==> src/rtl/mealy_event_counter.sv <==
// Windowed event counter: counts "111" (o_in[1]) and "001" (o_in[0]) detector hits over
// window_len cycles, then holds a valid/ready report. Optional ovf output via MEALY_EVENT_COUNTER_OVF_EN.
module mealy_event_counter #(
  parameter int CNT_W = 8,
  parameter int WIN_W = 8
) (
  input  logic             clock,
  input  logic             reset_n,
  input  logic             start,
  input  logic [WIN_W-1:0] window_len,
  input  logic [1:0]       o_in,
  output logic             busy,
  output logic             rep_valid,
  input  logic             rep_ready,
  output logic [CNT_W-1:0] rep_hi,
  output logic [CNT_W-1:0] rep_lo
`ifdef MEALY_EVENT_COUNTER_OVF_EN
  ,
  output logic             ovf
`endif
);

  localparam logic [1:0] IDLE   = 2'd0;
  localparam logic [1:0] COUNT  = 2'd1;
  localparam logic [1:0] REPORT = 2'd2;

  localparam logic [CNT_W-1:0] CMAX = '1;

  logic [1:0]       state;
  logic [CNT_W-1:0] cnt_hi, cnt_lo;
  logic [WIN_W-1:0] remaining;
  logic             hi_sat, lo_sat;

  assign hi_sat    = (cnt_hi == CMAX);
  assign lo_sat    = (cnt_lo == CMAX);
  assign busy      = (state != IDLE);
  // Registered state only, so rep_valid never sees rep_ready combinationally.
  assign rep_valid = (state == REPORT);
  assign rep_hi    = cnt_hi;
  assign rep_lo    = cnt_lo;

  always_ff @(posedge clock or negedge reset_n) begin
    if (!reset_n) begin
      state     <= IDLE;
      cnt_hi    <= '0;
      cnt_lo    <= '0;
      remaining <= '0;
    end else begin
      unique case (state)
        IDLE: begin
          if (start) begin
            cnt_hi    <= '0;
            cnt_lo    <= '0;
            remaining <= window_len;
            state     <= (window_len == '0) ? REPORT : COUNT;
          end
        end
        COUNT: begin
          if (o_in[1] && !hi_sat) cnt_hi <= cnt_hi + 1'b1;
          if (o_in[0] && !lo_sat) cnt_lo <= cnt_lo + 1'b1;
          remaining <= remaining - 1'b1;
          if (remaining == WIN_W'(1)) state <= REPORT;
        end
        REPORT: begin
          if (rep_ready) state <= IDLE;
        end
        default: state <= IDLE;
      endcase
    end
  end

`ifdef MEALY_EVENT_COUNTER_OVF_EN
  // Sticky across REPORT and the following IDLE; only a new accepted start clears it.
  always_ff @(posedge clock or negedge reset_n) begin
    if (!reset_n)
      ovf <= 1'b0;
    else if (state == IDLE && start)
      ovf <= 1'b0;
    else if (state == COUNT && ((o_in[1] && hi_sat) || (o_in[0] && lo_sat)))
      ovf <= 1'b1;
  end
`endif

endmodule

==> config.mk <==
export PLATFORM = sky130hd
export DESIGN_NAME = mealy_event_counter
export DESIGN_NICKNAME = d
export VERILOG_FILES = /design/src/rtl/mealy_event_counter.sv
export SDC_FILE = /design/constraint.sdc
export NUM_CORES = 1
export LEC_CHECK = 0
export CELL_PAD_IN_SITES_DETAIL_PLACEMENT = 0
export CELL_PAD_IN_SITES_GLOBAL_PLACEMENT = 1
export CORE_MARGIN = 3
export CORE_UTILIZATION = 41
export CTS_CLUSTER_DIAMETER = 40
export CTS_CLUSTER_SIZE = 24
export DETAILED_ROUTE_END_ITERATION = 6
export GPL_ROUTABILITY_DRIVEN = 0
export PLACE_DENSITY_LB_ADDON = 0.1
export SLEW_MARGIN = 25
export SYNTH_ARGS = -nofsm -noshare
export SYNTH_HDL_FRONTEND = slang
export SYNTH_SLANG_ARGS = --single-unit
==> constraint.sdc <==
create_clock -name clock -period 3.55 [get_ports clock]
set_clock_uncertainty 0.15 [all_clocks]
set_input_delay 0.355 -clock clock [delete_from_list [all_inputs] [get_ports clock]]
set_output_delay 0.355 -clock clock [all_outputs]
set_load 0.01 [all_outputs]
==> flow_metrics.env <==
export IMPL_diodes=0
export IMPL_drt_pass1_iter_count=4
export IMPL_crit_type="register to register"
export IMPL_nFillCells=332
export IMPL_die_area_um2=4397
export IMPL_ys_async_sr_fraction_pct=100.0
export IMPL_synthTopCellsByArea="dfrtp_1, nand3_1, nand2_1"
export IMPL_h_tree_depth=1
export IMPL_synth_area_leader_cell="dfrtp_1"
export IMPL_tritoncts="yes"
export IMPL_antenna_found_initial=0
export IMPL_cts_num_sinks=26
export IMPL_grt_busiest_layer="met2"
export IMPL_ios=32
export IMPL_max_cap_violations=0
export IMPL_ff_latch_area_um2=650.6
export IMPL_clockBufferDepth=2
export IMPL_final_cells=233
export IMPL_drc=0
export IMPL_cp_data_required_time_ps=3660
export IMPL_timing_setup_tns_ps=0
export IMPL_grt_usage_pct=17.31
export IMPL_port_buffers=31
export IMPL_area_growth_pct=25.34
export IMPL_cts_resized=0
export IMPL_drv_slew=0
export IMPL_clk_latency_ps=320
export IMPL_synthFlopType="dfrtp_1"
export IMPL_synth_edf_count=0
export IMPL_initial_utilization_pct=43.66
export IMPL_layout_common_cells="clkdlybuf4s50_1, dfrtp_1, nand2_1"
export IMPL_root_buffer="clkbuf_4"
export IMPL_vias_per_cell=5.790
export IMPL_fp_dieW_um=66.31
export IMPL_synthAdderAreaFrac_pct=3.356
export IMPL_final_common_cell="clkdlybuf4s50_1"
export IMPL_postSynthAreaPerCell_um2=9.500
export IMPL_peakVddDrop_mv=0.2916
export IMPL_grt_util_met1_pct=23.86
export IMPL_use_met2_pct=28.00
export IMPL_syn_cell_area_um2=1491
export IMPL_placementRows=21
export IMPL_multi_input_area_um2=788.3
export IMPL_dp_hpwl_mm=2.558
export IMPL_synth_compound_area_share_pct=19.13
export IMPL_power_density_nw_per_um2=700.8
export IMPL_synth_top_family_by_area="simple AND/OR/NAND/NOR gates"
export IMPL_cellLeakagePower_nw=0.7151
export IMPL_overflow=0
export IMPL_hp_class="input port to asynchronous set/reset pin"
export IMPL_drt_iter0_drc=101
export IMPL_use_met3_pct=2.551
export IMPL_post_drt_wl_per_cell_um=15.13
export IMPL_ys_ff_latch=26
export IMPL_ys_seq_area_share_pct=43.62
export IMPL_synth_simple_area_share_pct=27.01
export IMPL_synth_cell_types=42
export IMPL_nNetsFinal=206
export IMPL_timing_fmax_mhz=448.7
export IMPL_muxShareOfSynthArea_pct=2.852
export IMPL_grt_pass1_wl_mm=5.934
export IMPL_fp_dieH_um=66.31
export IMPL_yosysWarningCount=0
export IMPL_crit_arrival_ps=2340
export IMPL_slew_limit_headroom_pct=53.52
export IMPL_post_route_min_period_ps=2229
export IMPL_cts_setup_buffers=0
export IMPL_ctsHoldBuffers=0
export IMPL_grt_pass1_vias=1253
export IMPL_core_area_um2=3416
export IMPL_synth_top_area_share_pct=43.62
export IMPL_via_count=1349
export IMPL_min_period_over_period_pct=62.78
export IMPL_crit_fanout=14
export IMPL_drive_above_1_share_pct=9.091
export IMPL_synth_xor_area_share_pct=0
export IMPL_clk_pin_slew_ps=150
export IMPL_numCtsBuffers=3
export IMPL_critPathLaunchType="register"
export IMPL_status="finished, final reports clean"
export IMPL_worstSetupEndpointType="register"
export IMPL_grt_max_degree=27
export IMPL_postRouteAntennaNets=0
export IMPL_dpl_cell_count=229
export IMPL_rsz0062_at_grt="no"
export IMPL_synth_fp_nets=175
export IMPL_setup_viol=0
export IMPL_synth_cells=157
export IMPL_wl_mm=3.525
export IMPL_worst_slew_pin_transition_ps=696.1
export IMPL_finalHoldViolations=0
-- area by class of cell --
class / instances / share of cell area, %
Clock buffer: 4 / 1.941
Inverter: 5 / 1.004
Multi-Input combinational cell: 120 / 42.17
Sequential cell: 26 / 34.81
Tap cell: 46 / 3.079
Timing Repair Buffer: 32 / 17.00
-- power by group --
group	internal [mW]	switching [mW]	total [mW]
registers	0.413	0.162	0.575
logic	0.307	0.276	0.582
clock network	0.0628	0.0901	0.153
-- through the flow --
stage          hold WS, ps  setup slack [ps]  total power, mW  util (%)  area (µm²)
2_1_floorplan       -90.59              1784           0.9131         -        1491
3_3_place_gp         373.9              1263            1.143     53.44        1826
3_5_place_dp         378.8              1205            1.163     53.44        1826
4_1_cts              240.6              1163            1.321     54.51        1862
5_1_grt              263.7              1170            1.425     54.73        1869
6_report             236.2              1321            1.310     54.73        1869
-- cells in the mapped netlist (2+ instances only) --
cell type / n
a211oi_1: 2
a21o_1: 4
a21oi_1: 3
a22oi_1: 2
buf_4: 3
clkbuf_1: 2
dfrtp_1: 26
ha_1: 4
inv_1: 5
mux2_2: 2
mux2i_1: 2
nand2_1: 19
nand3_1: 15
nand3b_1: 2
nor2_1: 8
nor2b_1: 2
nor3_1: 6
nor3b_1: 2
nor4_1: 6
o211ai_1: 5
o21ai_0: 8
o22ai_1: 2
o311ai_1: 2
o31ai_1: 5
or4_1: 3
-- metal layers --
layer	wire length [µm]	vias to the layer above
li1	-	658
met5	0	-
met4	27	0
met2	1704	26
met3	110	4
met1	1683	661
-- state kept, by name, indices dropped and copies added, names as in the netlist --
| register | cells |
|---|---|
| state | 2 |
| remaining | 8 |
| rep_hi | 8 |
| rep_lo | 8 |
-- final timing paths --
| kind | start | to | slack [ps] | cells after the start |
|---|---|---|---|---|
| max | state[0]$_DFFE_PN0P_ | rep_hi[7]$_DFFE_PN0P_ | 1320 | 4 |
| min | reset_n | remaining[5]$_DFFE_PN0P_ | 240 | 2 |
| max reg2reg | state[0]$_DFFE_PN0P_ | rep_hi[7]$_DFFE_PN0P_ | 1320 | 4 |
| min reg2reg | rep_lo[6]$_DFFE_PN0P_ | rep_lo[6]$_DFFE_PN0P_ | 400 | 1 |
| max in group asynchronous | reset_n | rep_lo[3]$_DFFE_PN0P_ | 2760 | 2 |
| min in group clock | rep_lo[6]$_DFFE_PN0P_ | rep_lo[6]$_DFFE_PN0P_ | 400 | 1 |
-- cells by family after synthesis --
group | count (synthesis)
buffers and inverters | 11
AND/OR/NAND/NOR | 72
flip-flops | 26
AO/OA/AOI/OAI | 40
multiplexers | 4
adder cells (fa/ha/maj) | 4
-- worst max-delay path, stage by stage (launching register included) --
cell and delay (ps):
dfrtp_1 610, and2b_2 390, o311ai_2 290, or4_1 560, a21oi_1 150
No activity file was read; power rests on OpenSTA's default activity.
